## config.mk

```make
export PLATFORM = sky130hd
export DESIGN_NAME = uart_tx_buf
export DESIGN_NICKNAME = d
export VERILOG_FILES = /design/src/rtl/uart_tx_buf.sv
export SDC_FILE = /design/constraint.sdc
export NUM_CORES = 1
export LEC_CHECK = 0
export CAP_MARGIN = 20
export CORE_MARGIN = 2
export CORE_UTILIZATION = 35
export CTS_BUF_LIST = sky130_fd_sc_hd__clkbuf_4
export CTS_CLUSTER_DIAMETER = 40
export DETAILED_ROUTE_END_ITERATION = 12
export PLACE_DENSITY = 0.58
export SYNTH_ARGS = -nofsm -noshare
export SYNTH_HDL_FRONTEND = slang
export SYNTH_SLANG_ARGS = --single-unit
```

## constraint.sdc

```tcl
create_clock -name clk -period 6.2 [get_ports clk]
set_clock_uncertainty 0.05 [all_clocks]
set_input_delay 0.62 -clock clk [delete_from_list [all_inputs] [get_ports clk]]
set_output_delay 0.62 -clock clk [all_outputs]
set_load 0.05 [all_outputs]
```

## src/rtl/uart_tx_buf.sv

```systemverilog
// Transmit byte FIFO and launcher feeding uart_send; paces launches on uart_tx_busy.
// Define UART_TX_BUF_STAT_EN to build the tx_count completed-byte counter (tied to 0 otherwise).
module uart_tx_buf #(
    parameter int DEPTH      = 16,
    parameter int GAP_CYCLES = 2,
    parameter int BUSY_WAIT  = 16,
    localparam int AW        = $clog2(DEPTH)
) (
    input  logic          clk,
    input  logic          sys_rst,
    input  logic          wr_en,
    input  logic [7:0]    wr_data,
    output logic          fifo_full,
    output logic [AW:0]   fifo_level,
    output logic          overflow,
    input  logic          ovf_clr,
    output logic          uart_en,
    output logic [7:0]    uart_din,
    input  logic          uart_tx_busy,
    output logic          tx_timeout,
    output logic          idle,
    output logic [15:0]   tx_count
);
    localparam int LW = AW + 1;
    localparam int WW = $clog2(BUSY_WAIT + 1);
    localparam int GW = (GAP_CYCLES < 2) ? 1 : $clog2(GAP_CYCLES + 1);

    typedef enum logic [2:0] {IDLE, LAUNCH, WAIT_BUSY, WAIT_DONE, GAP} state_t;

    state_t        state, state_next;
    logic [7:0]    mem [DEPTH];
    logic [AW-1:0] wr_ptr, rd_ptr;
    logic [LW-1:0] level_next;
    logic [WW-1:0] wait_cnt;
    logic [GW-1:0] gap_cnt;
    logic          do_wr, pop, timeout;

    // Full is judged on the pre-pop level, so a write into a full FIFO drops even if a pop happens.
    assign do_wr      = wr_en && !fifo_full;
    assign level_next = fifo_level + LW'(do_wr) - LW'(pop);

    // NOTE: sequential state uses non-blocking assignments so every register samples pre-edge values.
    always_ff @(posedge clk) begin
        if (sys_rst) state <= IDLE;
        else         state <= state_next;
    end

    // NOTE: every signal driven here gets a default first, otherwise a latch is inferred.
    always_comb begin
        state_next = state;
        case (state)
            IDLE:      if (fifo_level != '0 && !uart_tx_busy) state_next = LAUNCH;
            LAUNCH:    state_next = WAIT_BUSY;
            WAIT_BUSY: begin
                if (uart_tx_busy)             state_next = WAIT_DONE;
                else if (wait_cnt == WW'(1))  state_next = GAP;
            end
            WAIT_DONE: if (!uart_tx_busy) state_next = GAP;
            GAP:       if (gap_cnt <= GW'(1)) state_next = IDLE;
            default:   state_next = IDLE;
        endcase
    end

    always_comb begin
        pop     = 1'b0;
        timeout = 1'b0;
        case (state)
            IDLE:      pop     = (state_next == LAUNCH);
            WAIT_BUSY: timeout = (state_next == GAP);
            default:   ;
        endcase
    end

    // NOTE: the storage array has no reset; only pointers and level define what is valid.
    always_ff @(posedge clk) begin
        if (do_wr) mem[wr_ptr] <= wr_data;
    end

    always_ff @(posedge clk) begin
        if (sys_rst) begin
            wr_ptr     <= '0;
            rd_ptr     <= '0;
            fifo_level <= '0;
            fifo_full  <= 1'b0;
            overflow   <= 1'b0;
        end else begin
            fifo_level <= level_next;
            fifo_full  <= (level_next == LW'(DEPTH));
            if (do_wr) wr_ptr <= wr_ptr + AW'(1);
            if (pop)   rd_ptr <= rd_ptr + AW'(1);
            if (wr_en && fifo_full) overflow <= 1'b1;
            else if (ovf_clr)       overflow <= 1'b0;
        end
    end

    always_ff @(posedge clk) begin
        if (sys_rst) begin
            uart_en    <= 1'b0;
            uart_din   <= 8'h00;
            tx_timeout <= 1'b0;
            idle       <= 1'b1;
            wait_cnt   <= '0;
            gap_cnt    <= '0;
        end else begin
            uart_en    <= pop;
            tx_timeout <= timeout;
            idle       <= (state_next == IDLE) && (level_next == '0);
            if (pop) uart_din <= mem[rd_ptr];
            if (state == LAUNCH)         wait_cnt <= WW'(BUSY_WAIT);
            else if (state == WAIT_BUSY) wait_cnt <= wait_cnt - WW'(1);
            // GAP lasts max(GAP_CYCLES, 1) clocks.
            if (state_next == GAP && state != GAP)  gap_cnt <= GW'(GAP_CYCLES);
            else if (state == GAP && gap_cnt != '0) gap_cnt <= gap_cnt - GW'(1);
        end
    end

`ifdef UART_TX_BUF_STAT_EN
    logic done;
    assign done = (state == WAIT_DONE) && !uart_tx_busy;

    always_ff @(posedge clk) begin
        if (sys_rst)   tx_count <= '0;
        else if (done) tx_count <= tx_count + 16'd1;
    end
`else
    assign tx_count = 16'h0000;
`endif

endmodule

```

==> impl_metrics.toml <==
[sta]
slew_headroom = 0.332
layout_min_cycle_time_ns = 3.24
final_hold_viol_count = 0
max_freq_mhz = 309
period_share = 0.523
rsz0062_at_grt = "no"
holdWs_ns = 0.423
setup_violations = 0
slew_viol_final = 0
setup-tns-final_ns = 0
tightest_slew_ns = 0.999

[synthesis]
ys_ff_latch = 164
synth_cells = 413
yosysWarnings = 0
syn_area_per_cell_um2 = 16.6
yosysUniqueCellTypes = 48
yosysTopAreaCellShare = 0.559
yosys.area.top_type = "edfxtp_1"
yosysSeqAreaShare = 0.664
synthArstFlopShare = 0
ys.flop_type = "edfxtp_1"
syn-cell-area_um2 = 6870
synth_edf_count = 128
synth_area_leaders = "edfxtp_1 (56%), dfxtp_1 (10%), mux4_1 (6.5%)"

[grt]
use_met1 = 0.180
grtUsageMet3 = 0.0348
grt_pass1_wl_um = 20500
busiest_layer = "met2"
grt_max_degree = 39
met2_usage = 0.231
antenna_found_initial = 0
gr-usage-all-layers = 0.138
grt_pass1_vias = 3622
overflow = 0

[clock_network]
post_cts_buffers = 0
path_clk_slew_ns = 0.13
numCtsBuffers = 17
h-tree-depth = 4
clk_latency_ns = 0.54
root_buffer = "clkbuf_4"
post_cts_resized = 0
clock_path_buffers = 2
holdBufCountCts = 0
cts_num_sinks = 164
cts_tree = "yes"

[detailed_routing]
drt_pre_antenna_iters = 4
vias_per_cell = 4.89
wl_per_cell_um = 18.5
wl_um = 13400
drtIter0Drc = 158
ant_nets = 0
vias = 3543
drt_drc_violations_left = 0

[setup_path]
path_class = "reg2reg"
cp.required_ns = 6.59
crit_path_start_kind = "register"
critPathMaxFanout = 17
cp-end-kind = "register"
crit_arrival_ns = 3.63

[floorplan]
initial_utilization = 0.355
dieArea_um2 = 20800
io_pins = 47
rows = 51
die_h_um = 144
core_um2 = 19300
die_w_um = 144

[job]
drv_cap = 0

[placed_design]
hpwl_um = 8460
place_area_um2 = 7370
io_buffers = 30
place.gp.congestion = 0.739

[finish]
nFillCells = 1817
drive_above_1_share = 0.135
antenna_cells = 0
areaGrowthSynthToFinish_pct = 11.4
design_area_um2 = 7650
final_nets = 476

[pwr]
power.density_nw_per_um2 = 361
power_w = 0.00276
leakagePower_nw = 2.46
ir_drop_v = 0.000144

[outcome]
status = "finished clean"

[worst_hold_path]
hp-class = "reg2reg"
-- cell type report --
class / instances / area (um^2) / share of cell area
repair buffers: 38 / 360 / 0.0471
clock buffers: 18 / 135 / 0.0177
clock inverters: 14 / 150 / 0.0196
flip-flops and latches: 164 / 4570 / 0.597
well taps: 265 / 332 / 0.0433
multi-input cells: 211 / 2050 / 0.268
inverters: 15 / 56.3 / 0.00736
-- final timing paths --
kind	start	endpoint	slack (ns)	cells past startpoint
worst max-delay path	fifo_level[3]	fifo_full	2.96	12
worst min-delay path	overflow	overflow	0.42	2
worst max register to register	fifo_level[3]	fifo_full	2.96	12
worst min register to register	overflow	overflow	0.42	2
-- where the power goes --
| group | internal, W | leakage (nW) | switching, W |
|---|---|---|---|
| combinational | 0.000323 | 0.868 | 0.000465 |
| sequential | 0.00127 | 1.45 | 0.0000688 |
| clock | 0.000248 | 0.145 | 0.000384 |
-- flip-flops by register name, indices dropped and copies added (netlist names) --
| register | cells |
|---|---|
| wr_ptr | 4 |
| uart_din | 8 |
| uart_en | 1 |
| gap_cnt | 2 |
| wait_cnt | 5 |
| rd_ptr | 4 |
| idle | 1 |
| overflow | 1 |
| state | 3 |
| fifo_full | 1 |
| tx_timeout | 1 |
| fifo_level | 5 |
| mem | 128 |
-- metrics by stage --
step | std cells | setup slack, ns | util
after floorplan | 428 | 2.95 | -
after global placement | 693 | 2.74 | 0.381
after detailed placement | 693 | 2.48 | 0.381
after CTS | 725 | 2.91 | 0.396
after global routing | 725 | 2.62 | 0.396
final | 725 | 2.96 | 0.396
-- cells in the mapped netlist, types with 3 or more instances --
cell type	instances
nor3_1	6
o221ai_1	7
buf_2	10
mux2i_1	17
nand3b_1	8
mux4_2	15
buf_4	16
nor2b_1	5
buf_6	5
ha_1	15
nand2b_1	3
edfxtp_1	128
inv_1	15
xnor2_1	7
xor2_1	4
o21ai_0	8
a21oi_1	12
nor2_1	26
nand2_1	11
clkbuf_1	6
or3_1	6
mux4_1	17
dfxtp_1	36
-- routing by layer --
layer  vias up  part of all wire
li1       1633                 -
met1      1815              0.44
met2        90              0.50
met3         5             0.052
met4         0            0.0058
met5         -                 0
-- cell usage in the layout, fill, tap and decap left out, types with 2 or more instances in the layout --
cell type        instances
a211oi_1                 2
a21oi_1                 12
a22oi_1                  2
buf_4                    8
bufinv_16                2
clkbuf_4                18
clkdlybuf4s50_1         30
clkinv_2                 2
clkinvlp_4               4
conb_1                  16
dfxtp_1                 35
edfxtp_1               128
ha_1                    15
inv_1                   15
inv_6                    3
mux2i_1                 17
mux4_1                  17
mux4_2                  15
nand2_1                 11
nand2b_1                 3
nand3b_1                 8
nand4_1                  2
nor2_1                  26
nor2_4                   2
nor2b_1                  5
nor3_1                   6
nor3b_1                  2
o21ai_0                  8
o221ai_1                 7
or3_1                    6
xnor2_1                  7
xor2_1                   4
-- cells by family after synthesis --
| family | synth area share |
|---|---|
| adders and majority gates | 0.0302 |
| AOI/OAI and AO/OA | 0.0359 |
| DFF | 0.664 |
| buffers and inverters | 0.0452 |
| and+or+nand+nor | 0.0710 |
| xor gates and xnor gates | 0.0140 |
| other | 0.000546 |
| muxes | 0.139 |
-- worst max-delay path: stages (launching register included) --
cell,delay [ns]
dfxtp_1,0.36
inv_1,0.08
ha_1,0.14
or4b_4,0.50
nand3_4,0.22
inv_1,0.08
ha_1,0.28
inv_1,0.04
ha_1,0.20
fa_1,0.40
xnor2_1,0.19
nor3b_1,0.29
nor4bb_1,0.33
Power figures use the tool's default switching activity.
==> RTL change 1, RTL diff (same flow settings) <==
The output `tx_timeout` loses its register stage (`tx_timeout` becomes a continuous assignment).
--- a/src/rtl/uart_tx_buf.sv
+++ b/src/rtl/uart_tx_buf.sv
@@ -97,13 +97,11 @@
         if (sys_rst) begin
             uart_en    <= 1'b0;
             uart_din   <= 8'h00;
-            tx_timeout <= 1'b0;
             idle       <= 1'b1;
             wait_cnt   <= '0;
             gap_cnt    <= '0;
         end else begin
             uart_en    <= pop;
-            tx_timeout <= timeout;
             idle       <= (state_next == IDLE) && (level_next == '0);
             if (pop) uart_din <= mem[rd_ptr];
             if (state == LAUNCH)         wait_cnt <= WW'(BUSY_WAIT);
@@ -113,6 +111,8 @@
             else if (state == GAP && gap_cnt != '0) gap_cnt <= gap_cnt - GW'(1);
         end
     end
+
+    assign tx_timeout = timeout;
 
 `ifdef UART_TX_BUF_STAT_EN
     logic done;
Function: same outputs for any inputs over 10 cycles, from zero or initial values and one cycle with sys_rst high; that may be too few to reach the edited logic, so the function may still have changed.
==> RTL change 1 against the original RTL <==
Cell area shrank 0.90%; via count grew 0.31%; power shrank 1.6%; sequential cell count shrank 1; first-iteration DRC count grew 47%; wire length shrank 3.8%; utilization shrank 0.23 points; worst setup slack lost 0.17 ns; area after synthesis shrank 0.66%.
==> RTL change 1: results (changes against the original RTL) <==
- The flow ran to the end, and the final reports show no timing, DRC or antenna violations.
- The sequential share of the synthesized area is 0.666 (+0.00145).
- The arrival time at the worst endpoint is 2.74 ns (-0.89 ns).
- The worst-skew pair later-pin latency came to 0.56 ns (+0.02 ns).
- The startpoint identified for the worst hold timing path is fifo_full$_SDFF_PP0_.
- The number of fillers in the final layout is 1804 (-0.72%).
- The slowest stage of the critical path is the sky130_fd_sc_hd__clkdlybuf4s50_1 cell.
- The highest cell delay on the worst timing path is 0.85 ns (+0.35 ns).
- The peak fanout along the critical path is 5 (-12).
- The total routing usage reported by global routing is 0.136 (-0.00167).
- The static leakage was 2.42 nW (-1.8%).
- The final weighted congestion in routability-driven placement is 0.754 (+2.1%).
- The switching power total came to 944 uW (+2.9%).
- The number of flops mapped to enable cells by yosys came to 128 (unchanged).
- Yosys attributes the largest share of cell area to sky130_fd_sc_hd__edfxtp_1, sky130_fd_sc_hd__mux4_2, sky130_fd_sc_hd__dfxtp_1.
- The largest net degree at the start of global routing is 38 (-2.6%).
- The number of global-route vias before repair came to 3665 (+1.2%).
- The proportion of layout cells with a drive suffix above 1 is 0.174 (+0.0390).
- The first-pass GRT wire length is 20500 um (-0.37%).
- The number of unique standard cell types used by synthesis came to 46 (-4.2%).
- The number of DRC markers in iteration 0 is 233 (+47%).
- The relative slew slack is 0.355 (+0.0229).
- The HPWL after detailed placement was 8220 um (-2.8%).
- Counting instances in the post-synthesis netlist gives the leading cell types as sky130_fd_sc_hd__edfxtp_1, sky130_fd_sc_hd__dfxtp_1, sky130_fd_sc_hd__mux4_2.
- The path depth of the worst reg2reg path was 13 (+1).
- The number of nets at the end of the flow is 482 (+1.3%).
- The mean routed wirelength per cell is 17.7 um (-4.6%).
- The number of buffers between clock root and the deepest sink came to 2 (unchanged).
==> RTL change 1: area by class of cell <==
cell class	instances	share of cell area
timing repair buffer	38	0.0475
multi-input combinational	217	0.268
tap	265	0.0437
clock buffer	18	0.0178
clock inverter	14	0.0153
sequential	163	0.599
inverter	16	0.00792
==> RTL change 1: cell families after synthesis <==
| family | after synthesis | share of synthesized area |
|---|---|---|
| DFF | 163 | 0.666 |
| and+or+nand+nor | 85 | 0.0722 |
| buffers and inverters | 55 | 0.0445 |
| muxes | 50 | 0.132 |
| AOI/OAI and AO/OA | 39 | 0.0405 |
| adders and majority gates | 16 | 0.0304 |
| xor gates and xnor gates | 11 | 0.0141 |
| other | 1 | 0.000549 |
==> RTL change 1: worst max-delay path by stage <==
stage | start | end | depth (start not counted)
floorplan | fifo_level[3]$_SDFF_PP0_ | fifo_full$_SDFF_PP0_ | 14
global placement | wr_en | fifo_full$_SDFF_PP0_ | 11
detailed placement | wr_en | fifo_full$_SDFF_PP0_ | 11
CTS | wait_cnt[0]$_SDFFE_PP0P_ | tx_timeout | 4
global route | wait_cnt[0]$_SDFFE_PP0P_ | tx_timeout | 4
finish | wait_cnt[0]$_SDFFE_PP0P_ | tx_timeout | 4
==> RTL change 1: power by group through the flow <==
stage	clock (mW)	sequential, mW	combinational, mW
2_1_floorplan	0	1.45	0.515
6_report	0.569	1.33	0.818
4_1_cts	0.595	1.33	0.827
3_3_place_gp	0	1.35	0.804
3_5_place_dp	0	1.35	0.823
5_1_grt	0.638	1.34	0.889
==> RTL change 1: worst max-delay path, delay by kind of cell (launching register included) <==
family / cells / cell delay [ns]
buffers and inverters: 1 / 0.85
adders and majority gates: 1 / 0.17
DFF: 1 / 0.41
and+or+nand+nor: 2 / 0.76
==> RTL change 1: metrics by stage <==
step	hold WS (ns)	utilization	cells	setup slack (ns)	instance area (um^2)
global route	0.489	0.394	731	2.62	7580
finish	0.433	0.394	731	2.79	7580
CTS	0.431	0.394	731	2.69	7580
global placement	0.408	0.380	699	2.72	7330
floorplan	0.411	-	435	2.97	6880
detailed placement	0.425	0.380	699	2.61	7330
==> RTL change 1: metal layers <==
layer,GRT usage,wire length [um],vias to the layer above,share of wire
met5,0,0,-,0
met4,0.0526,262,0,0.020
met3,0.0367,685,20,0.053
met2,0.223,6260,94,0.48
met1,0.174,5720,1800,0.44
li1,-,-,1640,-
==> RTL change 2, RTL diff (same flow settings) <==
Without the edit above. The parameter `DEPTH` goes from 16 to 32.
--- a/src/rtl/uart_tx_buf.sv
+++ b/src/rtl/uart_tx_buf.sv
@@ -1,7 +1,7 @@
 // Transmit byte FIFO and launcher feeding uart_send; paces launches on uart_tx_busy.
 // Define UART_TX_BUF_STAT_EN to build the tx_count completed-byte counter (tied to 0 otherwise).
 module uart_tx_buf #(
-    parameter int DEPTH      = 16,
+    parameter int DEPTH      = 32,
     parameter int GAP_CYCLES = 2,
     parameter int BUSY_WAIT  = 16,
     localparam int AW        = $clog2(DEPTH)
Ports: changed (resized fifo_level); port bits go from 47 to 48. No check against the original RTL was run, so the function may have changed too.
==> RTL change 2 against the original RTL <==
Area after synthesis rose by 73%; worst setup slack improved by 0.021 ns; sequential cell count rose by 131; die area rose by 71%; power rose by 88%; wire length rose by 81%; non-clock buffer count rose by 11; cell area rose by 79%; critical endpoint is now uart_din[3]$_SDFFE_PP0P_.
==> RTL change 2: results (changes against the original RTL) <==
- The flow ran to the end, and the final reports show no timing, DRC or antenna violations.
- The first-pass GRT wire length is 37800 um (+84%).
- The commonest cells after synthesis are sky130_fd_sc_hd__edfxtp_1, sky130_fd_sc_hd__nor2_1, sky130_fd_sc_hd__mux4_2.
- The worst hold margin is 0.425 ns (+0.00282 ns).
- The length of routed met2 wiring is 11900 um (+78%).
- The routed length on met1 is 10900 um (+82%).
- The total routing usage reported by global routing is 0.142 (+0.00386).
- The sequential share of the synthesized area was 0.713 (+0.0486).
- By area the synthesized netlist is led by sky130_fd_sc_hd__edfxtp_1, sky130_fd_sc_hd__mux4_2, sky130_fd_sc_hd__dfxtp_1.
- The initial antenna violation count is 1 (+1).
- The number of nets at the end of the flow was 804 (+69%).
- The static leakage is 4.46 nW (+81%).
- The relative slew slack is 0.267 (-0.0649).
- The final critical delay including setup and external delays is 3.22 ns (-0.0215 ns).
- The port buffer count is 31 (+3.3%).
- The fraction of synthesized area in multiplexers is 0.121 (-0.0178).
- The slowest library cell on the worst path is sky130_fd_sc_hd__dfxtp_4.
- The number of fillers in the final layout is 3072 (+69%).
- The mean routed wirelength per cell is 19.0 um (+2.7%).
- The detailed-routed wire length on met3 is 1220 um (+75%).
- The largest registers in the layout are mem (256), uart_din (8), fifo_level (6).
- The post-synthesis share of cell area spent on xor and xnor gates was 0.0111 (-0.00296).
- The power share of the combinational group is 0.230 (-0.056).
- The final weighted congestion in routability-driven placement is 0.742 (+0.38%).
- The proportion of layout cells with a drive suffix above 1 is 0.243 (+0.109).
[RTL change 2: changes by cell type in the layout (fill, tap and decap cells not counted), sizes merged, moves of 6 or more]
cell | unedited run | this run
a2111oi | 0 | 8
a21oi | 12 | 26
a22o | 0 | 14
a22oi | 2 | 10
buf | 8 | 17
clkbuf | 18 | 125
clkinv | 4 | 10
edfxtp | 128 | 256
mux2i | 17 | 32
mux4 | 32 | 49
nor2 | 28 | 59
o22ai | 0 | 8
[RTL change 2: final cells by class]
| type | instances | share of cell area |
|---|---|---|
| sequential | 295 | 0.619 |
| timing repair buffer | 49 | 0.0385 |
| clock inverter | 11 | 0.00301 |
| tap | 448 | 0.0409 |
| inverter | 18 | 0.00493 |
| antenna | 1 | 0.000183 |
| clock buffer | 124 | 0.0680 |
| multi-input combinational | 333 | 0.226 |
